`src/rtl/display_scanner.sv`:
```
// display_scanner: multiplexed common-anode 7-segment driver for up to eight
// digits with frame-synchronous loading, per-digit enables, decimal points,
// leading-zero suppression and an inter-digit blanking interval.
module display_scanner #(
    parameter int NDIG    = 8,
    parameter int CLK_DIV = 625,
    parameter int BLANK   = 16
) (
    input  logic                clk5,
    input  logic                reset,
    input  logic [4*NDIG-1:0]   dispVal,
    input  logic [NDIG-1:0]     dpIn,
    input  logic [NDIG-1:0]     enDigit,
    input  logic                lzSuppress,
    input  logic                load,
    output logic                loaded,
    output logic                frame,
    output logic [NDIG-1:0]     digit,
    output logic [7:0]          segment
);

    localparam int PW = $clog2(CLK_DIV);
    localparam int SW = $clog2(NDIG);

    logic [PW-1:0]     prescaler;
    logic [SW-1:0]     slot;
    logic              tick;
    logic              boundary;

    logic [4*NDIG-1:0] hold_val;
    logic [NDIG-1:0]   hold_dp;
    logic              pending;
    logic [4*NDIG-1:0] act_val;
    logic [NDIG-1:0]   act_dp;
    logic              update_d;
    logic              boundary_d;

    logic [NDIG-1:0]   zero_from;
    logic [3:0]        cur_nib;
    logic              cur_dp;
    logic              suppressed;
    logic              lit_phase;
    logic [NDIG-1:0]   digit_next;
    logic [7:0]        segment_next;

    // Segment pattern a..g for a hex nibble, 0 = lit
    function automatic logic [6:0] font(input logic [3:0] nib);
        logic [6:0] pat;
        case (nib)
            4'h0: pat = 7'b0000001;
            4'h1: pat = 7'b1001111;
            4'h2: pat = 7'b0010010;
            4'h3: pat = 7'b0000110;
            4'h4: pat = 7'b1001100;
            4'h5: pat = 7'b0100100;
            4'h6: pat = 7'b0100000;
            4'h7: pat = 7'b0001111;
            4'h8: pat = 7'b0000000;
            4'h9: pat = 7'b0000100;
            4'hA: pat = 7'b0001000;
            4'hB: pat = 7'b1100000;
            4'hC: pat = 7'b0110001;
            4'hD: pat = 7'b1000010;
            4'hE: pat = 7'b0110000;
            default: pat = 7'b0111000;
        endcase
        return pat;
    endfunction

    assign tick     = (prescaler == PW'(CLK_DIV - 1));
    assign boundary = tick && (slot == SW'(NDIG - 1));

    // Prescaler and slot index: one slot per CLK_DIV cycles, wrapping per frame
    always_ff @(posedge clk5 or negedge reset) begin
        if (!reset) begin
            prescaler <= '0;
            slot      <= '0;
        end else if (tick) begin
            prescaler <= '0;
            slot      <= boundary ? '0 : slot + SW'(1);
        end else begin
            prescaler <= prescaler + PW'(1);
        end
    end

    // Holding/active value registers; active only changes on a frame boundary
    always_ff @(posedge clk5 or negedge reset) begin
        if (!reset) begin
            hold_val   <= '0;
            hold_dp    <= '0;
            pending    <= 1'b0;
            act_val    <= '0;
            act_dp     <= '0;
            update_d   <= 1'b0;
            boundary_d <= 1'b0;
        end else begin
            boundary_d <= boundary;
            update_d   <= boundary && (load || pending);
            if (load) begin
                hold_val <= dispVal;
                hold_dp  <= dpIn;
            end
            if (boundary) begin
                if (load) begin
                    act_val <= dispVal;
                    act_dp  <= dpIn;
                end else if (pending) begin
                    act_val <= hold_val;
                    act_dp  <= hold_dp;
                end
                pending <= 1'b0;
            end else if (load) begin
                pending <= 1'b1;
            end
        end
    end

    // zero_from[i] is set when every nibble from i upward is zero
    always_comb begin
        logic acc;
        acc       = 1'b1;
        zero_from = '0;
        for (int i = NDIG - 1; i >= 0; i--) begin
            acc          = acc && (act_val[4*i +: 4] == 4'h0);
            zero_from[i] = acc;
        end
    end

    // Next anode/cathode pattern for the slot currently being scanned
    always_comb begin
        digit_next   = '1;
        segment_next = 8'hFF;
        cur_nib      = act_val[{slot, 2'b00} +: 4];
        cur_dp       = act_dp[slot];
        suppressed   = lzSuppress && (slot != '0) && zero_from[slot];
        lit_phase    = (int'(prescaler) >= BLANK);
        if (lit_phase && enDigit[slot] && !(suppressed && !cur_dp)) begin
            digit_next[slot] = 1'b0;
            segment_next     = suppressed ? {7'h7F, ~cur_dp} : {font(cur_nib), ~cur_dp};
        end
    end

    // Registered outputs, one clock behind the scan state
    always_ff @(posedge clk5 or negedge reset) begin
        if (!reset) begin
            digit   <= '1;
            segment <= 8'hFF;
            frame   <= 1'b0;
            loaded  <= 1'b0;
        end else begin
            digit   <= digit_next;
            segment <= segment_next;
            frame   <= boundary_d;
            loaded  <= update_d;
        end
    end

endmodule

```
`config.mk`:
```
export PLATFORM = sky130hd
export DESIGN_NAME = display_scanner
export DESIGN_NICKNAME = d
export VERILOG_FILES = /design/src/rtl/display_scanner.sv
export SDC_FILE = /design/constraint.sdc
export NUM_CORES = 1
export LEC_CHECK = 0
export BUFFER_PORTS_ARGS = -buffer_cell sky130_fd_sc_hd__buf_2
export CORE_MARGIN = 2
export CORE_UTILIZATION = 30
export DETAILED_ROUTE_END_ITERATION = 6
export HOLD_SLACK_MARGIN = 0.03
export PLACE_DENSITY = 0.54
export REMOVE_ABC_BUFFERS = 1
export SETUP_SLACK_MARGIN = 0.1
export SLEW_MARGIN = 40
export SYNTH_ARGS = -nofsm -noshare
export SYNTH_HDL_FRONTEND = slang
export SYNTH_SLANG_ARGS = --single-unit
export TNS_END_PERCENT = 1
```
`constraint.sdc`:
```
create_clock -name clk5 -period 3.49 [get_ports clk5]
set_clock_uncertainty 0.2 [all_clocks]
set_input_delay 0.1745 -clock clk5 [delete_from_list [all_inputs] [get_ports clk5]]
set_output_delay 0.1745 -clock clk5 [all_outputs]
set_load 0.02 [all_outputs]
```
==> report_table.html, run 1 <==
<table>
<tr><th>Metric</th><th>Value</th></tr>
<tr><th colspan="2">Finish</th></tr>
<tr><td>Number of antenna repair diodes</td><td>0</td></tr>
<tr><td>Flip-flop and latch area</td><td>about 2900 um^2</td></tr>
<tr><td>Fill cell count</td><td>approximately 1600</td></tr>
<tr><td>Commonest cells after routing, fill and taps aside</td><td>sky130_fd_sc_hd__dfrtp_1 (98), sky130_fd_sc_hd__mux2_2 (82), sky130_fd_sc_hd__buf_2 (68)</td></tr>
<tr><td>Number of non-filler instances in the completed layout</td><td>~720</td></tr>
<tr><td>Number of nets in the finished design</td><td>between 500 and 600</td></tr>
<tr><td>Share of final-layout standard cells stronger than drive strength 1</td><td>43.5%</td></tr>
<tr><td>Multi-input logic area</td><td>between 2000 and 2500 um^2</td></tr>
<tr><td>Most frequent standard cell in the layout excluding fill and tap cells</td><td>sky130_fd_sc_hd__dfrtp_1</td></tr>
<tr><td>Relative area change from synthesis to final layout</td><td>30.0%</td></tr>
<tr><th colspan="2">Global route</th></tr>
<tr><td>Number of global-route vias before repair</td><td>3637</td></tr>
<tr><td>Gr usage total</td><td>13.1%</td></tr>
<tr><td>GRT overflow</td><td>0</td></tr>
<tr><td>Global-route wire length before repair</td><td>~18000 um</td></tr>
<tr><td>Number of antenna violations at the first check in global routing</td><td>0</td></tr>
<tr><td>Maximum number of pins on one net before global-route repair</td><td>64</td></tr>
<tr><th colspan="2">Route</th></tr>
<tr><td>Total detailed-routing wirelength</td><td>about 11000 um</td></tr>
<tr><td>Met3 layer wire length in the routed design</td><td>380 um</td></tr>
<tr><td>Number of routed nets with antenna violations</td><td>0</td></tr>
<tr><td>Total length of routed met2 wires</td><td>5310 um</td></tr>
<tr><td>Vias per cell</td><td>roughly 4.7</td></tr>
<tr><td>Total number of vias</td><td>3391</td></tr>
<tr><td>Uppermost routed layer</td><td>met4</td></tr>
<tr><td>Detailed-routing wirelength on met1</td><td>around 5000 um</td></tr>
<tr><td>WL per Instance</td><td>around 15 um</td></tr>
<tr><td>Violation count after the first detailed-routing iteration</td><td>101</td></tr>
<tr><td>Drt first pass iters</td><td>4</td></tr>
<tr><td>DRC viols</td><td>0</td></tr>
<tr><th colspan="2">Timing</th></tr>
<tr><td>Worst-case headroom to the max-slew limit</td><td>a little under three fifths</td></tr>
<tr><td>Final hold violations</td><td>0</td></tr>
<tr><td>Slew at the pin closest to its max-slew limit</td><td>approximately 660 ps</td></tr>
<tr><td>Max-slew violation count</td><td>0</td></tr>
<tr><td>Crit share post-route</td><td>83.7%</td></tr>
<tr><td>Unrepaired setup endpoints after global routing</td><td>false</td></tr>
<tr><td>Total setup violations reported at the end of the flow</td><td>0</td></tr>
<tr><td>Peak Freq</td><td>about 340 MHz</td></tr>
<tr><td>Accumulated negative setup slack</td><td>0 ps</td></tr>
<tr><td>Minimum clock period after layout</td><td>2920 ps</td></tr>
<tr><th colspan="2">Die</th></tr>
<tr><td>Die Footprint</td><td>around 18000 um^2</td></tr>
<tr><td>Num ports</td><td>70</td></tr>
<tr><td>Die height</td><td>roughly 130 um</td></tr>
<tr><td>Die Wd</td><td>roughly 130 um</td></tr>
<tr><td>Core outline area</td><td>about 17000 um^2</td></tr>
<tr><td>Initial core utilization</td><td>30.8%</td></tr>
<tr><td>Floorplan row count</td><td>47</td></tr>
<tr><th colspan="2">Yosys</th></tr>
<tr><td>Post-synthesis cell area</td><td>~5000 um^2</td></tr>
<tr><td>Register area share after synthesis</td><td>55.8%</td></tr>
<tr><td>Number of enable-type register cells in the synthesized netlist</td><td>0</td></tr>
<tr><td>Post-Syn Area per Cell</td><td>13.8 um^2</td></tr>
<tr><td>Asr flop ratio synth</td><td>100%</td></tr>
<tr><td>Number of different library cells in the post-synthesis netlist</td><td>a little over 50</td></tr>
<tr><td>Library cell with the largest summed area after synthesis</td><td>sky130_fd_sc_hd__dfrtp_1</td></tr>
<tr><td>Synthesized instance count</td><td>~370</td></tr>
<tr><td>Fraction of synthesized cell area taken by the top area cell type</td><td>between 40% and 50%</td></tr>
<tr><td>#FFs+latches synth</td><td>between 100 and 150</td></tr>
<tr><td>Synthesis warning total</td><td>0</td></tr>
<tr><td>Top_reg_cell synth</td><td>sky130_fd_sc_hd__dfrtp_1</td></tr>
<tr><td>Top post-synthesis cells by area</td><td>sky130_fd_sc_hd__dfrtp_1 (48%), sky130_fd_sc_hd__mux2_2 (18%), sky130_fd_sc_hd__dfstp_2 (8.2%)</td></tr>
<tr><th colspan="2">Place</th></tr>
<tr><td>Post-DP HPWL</td><td>approximately 7600 um</td></tr>
<tr><td>Count of buffers inserted at the top-level ports</td><td>between 60 and 70</td></tr>
<tr><td>GPL Wtd Cong</td><td>approximately 0.75</td></tr>
<tr><td>Number of placed instances, taps included</td><td>~650</td></tr>
<tr><th colspan="2">Power and ir drop</th></tr>
<tr><td>Total power of the final layout</td><td>roughly 3.3 mW</td></tr>
<tr><td>IR Drop Worst-Case VDD</td><td>between 0.3 and 0.4 mV</td></tr>
<tr><td>Lkg Pwr</td><td>between 2 and 3 nW</td></tr>
<tr><td>Power density cells</td><td>just under 500 nW/um^2</td></tr>
<tr><th colspan="2">Critical path</th></tr>
<tr><td>CP max FO</td><td>16</td></tr>
<tr><td>Crit start category</td><td>register</td></tr>
<tr><td>Worst Path Arrival</td><td>just over 3000 ps</td></tr>
<tr><td>Kind of end point of the critical path</td><td>register</td></tr>
<tr><td>Critical Setup Path Class</td><td>reg2reg</td></tr>
<tr><td>Required time worst endpoint</td><td>about 3600 ps</td></tr>
<tr><th colspan="2">Run</th></tr>
<tr><td>Max Cap Violations</td><td>0</td></tr>
<tr><th colspan="2">Outcome</th></tr>
<tr><td>Run status</td><td>completed</td></tr>
<tr><th colspan="2">Clock network</th></tr>
<tr><td>Setup bufs post-CTS</td><td>0</td></tr>
<tr><td>Clock tree buffer depth</td><td>2</td></tr>
<tr><td>CTS root buf</td><td>sky130_fd_sc_hd__clkbuf_16</td></tr>
<tr><td>Clock tree from TritonCTS</td><td>built</td></tr>
<tr><td>Clock-pin slew of the registers on the worst-case setup and hold paths</td><td>roughly 50 ps</td></tr>
<tr><td>Number of gates resized after cts</td><td>0</td></tr>
<tr><td>H-tree depth</td><td>4</td></tr>
<tr><td>Clock sink total</td><td>between 100 and 150</td></tr>
<tr><td>Number of buffers created by CTS</td><td>17</td></tr>
<tr><td>Later-pin clock latency in the skew report</td><td>410 ps</td></tr>
<tr><th colspan="2">Min path</th></tr>
<tr><td>Type of the worst min-delay path</td><td>in2async</td></tr>
</table>
## power breakdown
part | total (mW) | leakage [nW] | internal [mW] | switching (mW)
sequential | 1.43 | 1.41 | 1.40 | 0.0263
clock | 1.63 | 0.277 | 1.07 | 0.562
combinational | 0.255 | 1.30 | 0.138 | 0.117
## metrics by stage
step	util, %	area, um^2	worst slack (ps)	hold WS [ps]
after floorplan	-	5010	632	-321
after global placement	34.1	5700	717	33.4
after detailed placement	34.1	5700	582	49.1
after CTS	40.0	6690	585	150
after global routing	40.0	6690	361	154
final	40.0	6690	569	128
## flip-flops by register name (all words and copies together), names as in the netlist
| register | cells |
|---|---|
| update_d | 1 |
| segment | 8 |
| frame | 1 |
| prescaler | 10 |
| hold_dp | 8 |
| act_dp | 8 |
| digit | 8 |
| pending | 1 |
| act_val | 32 |
| hold_val | 32 |
| boundary_d | 1 |
| loaded | 1 |
| slot | 3 |
## worst max-delay path: stages (launching register included)
cell	delay, ps
sky130_fd_sc_hd__dfrtp_1	700
sky130_fd_sc_hd__buf_4	280
sky130_fd_sc_hd__nand2_1	60
sky130_fd_sc_hd__mux4_2	450
sky130_fd_sc_hd__nand4_1	210
sky130_fd_sc_hd__inv_1	140
sky130_fd_sc_hd__ha_1	330
sky130_fd_sc_hd__o211a_1	220
sky130_fd_sc_hd__o21ai_0	220
## worst paths after layout
| kind | startpoint | endpoint | slack, ps | depth (start not counted) |
|---|---|---|---|---|
| max | slot[0] | segment[4] | 570 | 8 |
| min | reset | loaded | 130 | 2 |
| max reg2reg | slot[0] | segment[4] | 570 | 8 |
| min reg2reg | update_d | loaded | 150 | 0 |
| max in group asynchronous | reset | digit[3] | 2170 | 3 |
| min in group clk5 | update_d | loaded | 150 | 0 |
## kinds of logic after synthesis
logic type / Yosys count / synth area share, %
and+or+nand+nor: 78 / 8.37
muxes: 99 / 23.5
adders and majority gates: 11 / 2.68
buffers and inverters: 31 / 3.38
xor gates and xnor gates: 6 / 1.02
AOI/OAI and AO/OA: 34 / 5.18
DFF: 114 / 55.8
## what timing repair did
action | 4_1_cts | 5_1_grt
hold endpoints to repair | 132 | 0
hold buffers | 42 | 0
setup endpoints to repair | 0 | 0
## Yosys cell counts (7+ instances only)
library cell               n
sky130_fd_sc_hd__dfrtp_1  98
sky130_fd_sc_hd__nand4_1  10
sky130_fd_sc_hd__nand3_1   8
sky130_fd_sc_hd__o21ai_0   8
sky130_fd_sc_hd__nor4_1    8
sky130_fd_sc_hd__nor2_1   16
sky130_fd_sc_hd__ha_1     11
sky130_fd_sc_hd__mux4_2    7
sky130_fd_sc_hd__nand2_1  16
sky130_fd_sc_hd__dfstp_2  16
sky130_fd_sc_hd__inv_1     9
sky130_fd_sc_hd__mux2_2   82
## per-layer routing
metal | GRT usage, % | vias to the layer above
li1 | - | 1595
met1 | 16.3 | 1719
met2 | 21.5 | 62
met3 | 4.02 | 15
met4 | 4.51 | 0
met5 | 0 | -
## layout make-up
type	count	area share (%)
clock buffer	27	7.67
clock inverter	5	0.786
inverter	11	0.618
multi-input combinational	228	31.4
sequential	114	43.0
tap	220	4.12
timing repair buffer	118	12.5
No activity file was read; power rests on OpenSTA's default activity.
==> inputs of run 2 (changes only) <==
- clock period: 3.49 -> 3 ns (I/O delays scaled with it)
==> run 2 against run 1 <==
Fmax increased by 14%. Final cell count increased by 0.55%. Utilization about the same. Clock-buffer cell count decreased by 1. Critical path type unchanged.
==> report_table.html, run 2 (same netlist as run 1, synthesis figures left out) <==
<table>
<tr><th>Metric</th><th>Value</th></tr>
<tr><th colspan="2">Clock network</th></tr>
<tr><td>H-tree depth</td><td>4 (unchanged)</td></tr>
<tr><td>Number of buffers created by CTS</td><td>17 (unchanged)</td></tr>
<tr><td>Clock tree from TritonCTS</td><td>built</td></tr>
<tr><td>Later-pin clock latency in the skew report</td><td>420 ps (about the same)</td></tr>
<tr><td>Clock tree buffer depth</td><td>2 (unchanged)</td></tr>
<tr><td>Clock sink total</td><td>114 (unchanged)</td></tr>
<tr><td>Clock-pin slew of the registers on the worst-case setup and hold paths</td><td>50 ps (about the same)</td></tr>
<tr><td>CTS root buf</td><td>sky130_fd_sc_hd__clkbuf_16</td></tr>
<tr><th colspan="2">Die</th></tr>
<tr><td>Num ports</td><td>70 (unchanged)</td></tr>
<tr><td>Die Footprint</td><td>18200 um^2 (unchanged)</td></tr>
<tr><td>Initial core utilization</td><td>30.8% (unchanged)</td></tr>
<tr><td>Core outline area</td><td>16700 um^2 (unchanged)</td></tr>
<tr><td>Floorplan row count</td><td>47 (unchanged)</td></tr>
<tr><td>Die Wd</td><td>135 um (unchanged)</td></tr>
<tr><td>Die height</td><td>135 um (unchanged)</td></tr>
<tr><th colspan="2">Global route</th></tr>
<tr><td>Number of global-route vias before repair</td><td>3570 (-1.8%)</td></tr>
<tr><td>Global-route wire length before repair</td><td>18100 um (-1.0%)</td></tr>
<tr><td>Met3 demand-to-capacity share in global routing</td><td>3.79% (-0.23 points)</td></tr>
<tr><td>Gr usage total</td><td>13.0% (-0.073 points)</td></tr>
<tr><td>Maximum number of pins on one net before global-route repair</td><td>70 (+9.4%)</td></tr>
<tr><td>Number of antenna violations at the first check in global routing</td><td>0 (unchanged)</td></tr>
<tr><td>Met2 layer usage reported by global route</td><td>21.1% (-0.39 points)</td></tr>
<tr><td>Top Usage Layer GRT</td><td>met2</td></tr>
<tr><td>GRT overflow</td><td>0 (unchanged)</td></tr>
<tr><td>Global-route met1 utilization</td><td>16.4% (+0.12 points)</td></tr>
<tr><th colspan="2">Critical path</th></tr>
<tr><td>End of the worst register-to-register path</td><td>segment[2]</td></tr>
<tr><td>Worst Path Arrival</td><td>2680 ps (-350 ps)</td></tr>
<tr><td>Kind of end point of the critical path</td><td>register</td></tr>
<tr><td>Crit start category</td><td>register</td></tr>
<tr><td>Critical path's most frequent cell</td><td>sky130_fd_sc_hd__inv_1</td></tr>
<tr><td>Critical Setup Path Class</td><td>reg2reg</td></tr>
<tr><td>CP peak stage delay</td><td>600 ps (-100 ps)</td></tr>
<tr><td>Number of cells on the critical path</td><td>8 (unchanged)</td></tr>
<tr><td>Number of buffers and inverters on the critical path</td><td>2 (unchanged)</td></tr>
<tr><td>Series of cell instances along the critical path</td><td>mux4_2 -&gt; mux2_2 -&gt; inv_1 -&gt; ha_1 -&gt; inv_1 -&gt; nor2_1 -&gt; a21oi_1 -&gt; o221ai_1</td></tr>
<tr><td>Startpoint of the lowest-slack register-to-register path</td><td>slot[0]</td></tr>
<tr><td>Kind of cell adding the most delay to the critical path</td><td>multiplexers</td></tr>
<tr><td>Slowest stage cell on the critical path</td><td>sky130_fd_sc_hd__dfrtp_2</td></tr>
<tr><td>FF-to-FF path depth</td><td>8 (unchanged)</td></tr>
<tr><td>Required time worst endpoint</td><td>3120 ps (-480 ps)</td></tr>
<tr><td>Setup slack of the worst register-to-register path</td><td>440 ps (-130 ps)</td></tr>
<tr><td>CP max FO</td><td>20 (+4)</td></tr>
<tr><th colspan="2">Route</th></tr>
<tr><td>WL per Instance</td><td>15.3 um (+1.8%)</td></tr>
<tr><td>Drt first pass iters</td><td>4 (unchanged)</td></tr>
<tr><td>Number of routed nets with antenna violations</td><td>0 (unchanged)</td></tr>
<tr><td>Total detailed-routing wirelength</td><td>11100 um (+2.4%)</td></tr>
<tr><td>Violation count after the first detailed-routing iteration</td><td>179 (+77%)</td></tr>
<tr><td>DRC viols</td><td>0 (unchanged)</td></tr>
<tr><td>Total number of vias</td><td>3388 (-0.088%)</td></tr>
<tr><td>Vias per cell</td><td>4.66 (-0.64%)</td></tr>
<tr><th colspan="2">Run</th></tr>
<tr><td>Max Cap Violations</td><td>0 (unchanged)</td></tr>
<tr><th colspan="2">Timing</th></tr>
<tr><td>Peak Freq</td><td>390 MHz (+14%)</td></tr>
<tr><td>Crit share post-route</td><td>85.4% (+1.7 points)</td></tr>
<tr><td>Total setup violations reported at the end of the flow</td><td>0 (unchanged)</td></tr>
<tr><td>Unrepaired setup endpoints after global routing</td><td>false</td></tr>
<tr><td>Final hold violations</td><td>0 (unchanged)</td></tr>
<tr><td>Accumulated negative setup slack</td><td>0 ps (unchanged)</td></tr>
<tr><td>Minimum clock period after layout</td><td>2560 ps (-359 ps)</td></tr>
<tr><td>Slew at the pin closest to its max-slew limit</td><td>573 ps (-83.7 ps)</td></tr>
<tr><td>Hold_ws</td><td>80.8 ps (-46.8 ps)</td></tr>
<tr><td>Max-slew violation count</td><td>0 (unchanged)</td></tr>
<tr><td>Final worst setup slack</td><td>438 ps (-131 ps)</td></tr>
<tr><td>Worst-case headroom to the max-slew limit</td><td>61.6% (+5.4 points)</td></tr>
<tr><th colspan="2">Place</th></tr>
<tr><td>Count of buffers inserted at the top-level ports</td><td>69 (unchanged)</td></tr>
<tr><td>Post-DP Area</td><td>5730 um^2 (+0.53%)</td></tr>
<tr><td>GPL Wtd Cong</td><td>0.771 (+2.5%)</td></tr>
<tr><td>Worst Setup Slack post-DPL</td><td>217 ps (-365 ps)</td></tr>
<tr><td>Post-DP HPWL</td><td>7740 um (+1.4%)</td></tr>
<tr><td>Number of placed instances, taps included</td><td>653 (+0.62%)</td></tr>
<tr><th colspan="2">Finish</th></tr>
<tr><td>Most frequent standard cell in the layout excluding fill and tap cells</td><td>sky130_fd_sc_hd__dfrtp_1</td></tr>
<tr><td>Commonest cells after routing, fill and taps aside</td><td>sky130_fd_sc_hd__dfrtp_1 (97), sky130_fd_sc_hd__mux2_2 (82), sky130_fd_sc_hd__buf_2 (68)</td></tr>
<tr><td>Share of final-layout standard cells stronger than drive strength 1</td><td>44.2% (+0.64 points)</td></tr>
<tr><td>Relative area change from synthesis to final layout</td><td>29.9% (about the same)</td></tr>
<tr><td>Number of nets in the finished design</td><td>557 (+0.72%)</td></tr>
<tr><td>Post-route cell area</td><td>6680 um^2 (about the same)</td></tr>
<tr><td>Number of antenna repair diodes</td><td>0 (unchanged)</td></tr>
<tr><td>Number of non-filler instances in the completed layout</td><td>727 (+0.55%)</td></tr>
<tr><td>Fill cell count</td><td>1620 (+1.2%)</td></tr>
<tr><td>Largest registers in the final layout</td><td>act_val: 32 flops, hold_val: 32 flops, prescaler: 10 flops</td></tr>
<tr><td>Post-route core utilization</td><td>40.0% (about the same)</td></tr>
<tr><th colspan="2">Power and ir drop</th></tr>
<tr><td>Power density cells</td><td>559 nW/um^2 (+13%)</td></tr>
<tr><td>Lkg Pwr</td><td>2.98 nW (+0.11%)</td></tr>
<tr><td>IR Drop Worst-Case VDD</td><td>0.392 mV (+11%)</td></tr>
<tr><td>Total power of the final layout</td><td>3.74 mW (+13%)</td></tr>
<tr><th colspan="2">Min path</th></tr>
<tr><td>Type of the worst min-delay path</td><td>in2async</td></tr>
<tr><th colspan="2">Outcome</th></tr>
<tr><td>Run status</td><td>completed</td></tr>
</table>
## run 2: cell count changes in the layout (fill, tap and decap cells not counted), sizes merged
cell	before	now
buf	76	80
bufinv	1	0
clkbuf	27	26
clkinv	3	5
## run 2: repair_timing
item,in CTS,in global routing
endpoints found under the hold margin,126,0
resized for setup,0,1
endpoints found under the setup margin,0,3
hold buffers,42,0
buffers inserted,0,0
## run 2: layout make-up
type / instances / area (um^2) / share of cell area (%)
Timing Repair Buffer: 122 / 863 / 12.9
Tap cell: 220 / 275 / 4.12
Clock buffer: 26 / 499 / 7.47
Inverter: 11 / 41.3 / 0.618
Sequential cell: 114 / 2870 / 43.0
Multi-Input combinational cell: 228 / 2100 / 31.4
Clock inverter: 6 / 32.5 / 0.487
## run 2: metal layers
metal  wire length, um  vias up
li1                  -     1603
met1              5020     1710
met2              5520       66
met3               442        9
met4               108        0
met5                 0        -
## run 2: worst max-delay path by stage
stage,from,end,slack [ps]
finish,slot[0],segment[2],440
detailed placement,slot[0],segment[4],220
global route,slot[0],segment[2],250
CTS,slot[0],segment[4],210
global placement,slot[0],segment[4],340
floorplan,slot[1],act_val[0],140
## run 2: power breakdown
| group | leakage [nW] | switching (mW) | internal, mW |
|---|---|---|---|
| combinational | 1.32 | 0.136 | 0.161 |
| sequential | 1.40 | 0.0326 | 1.63 |
| clock | 0.264 | 0.648 | 1.13 |
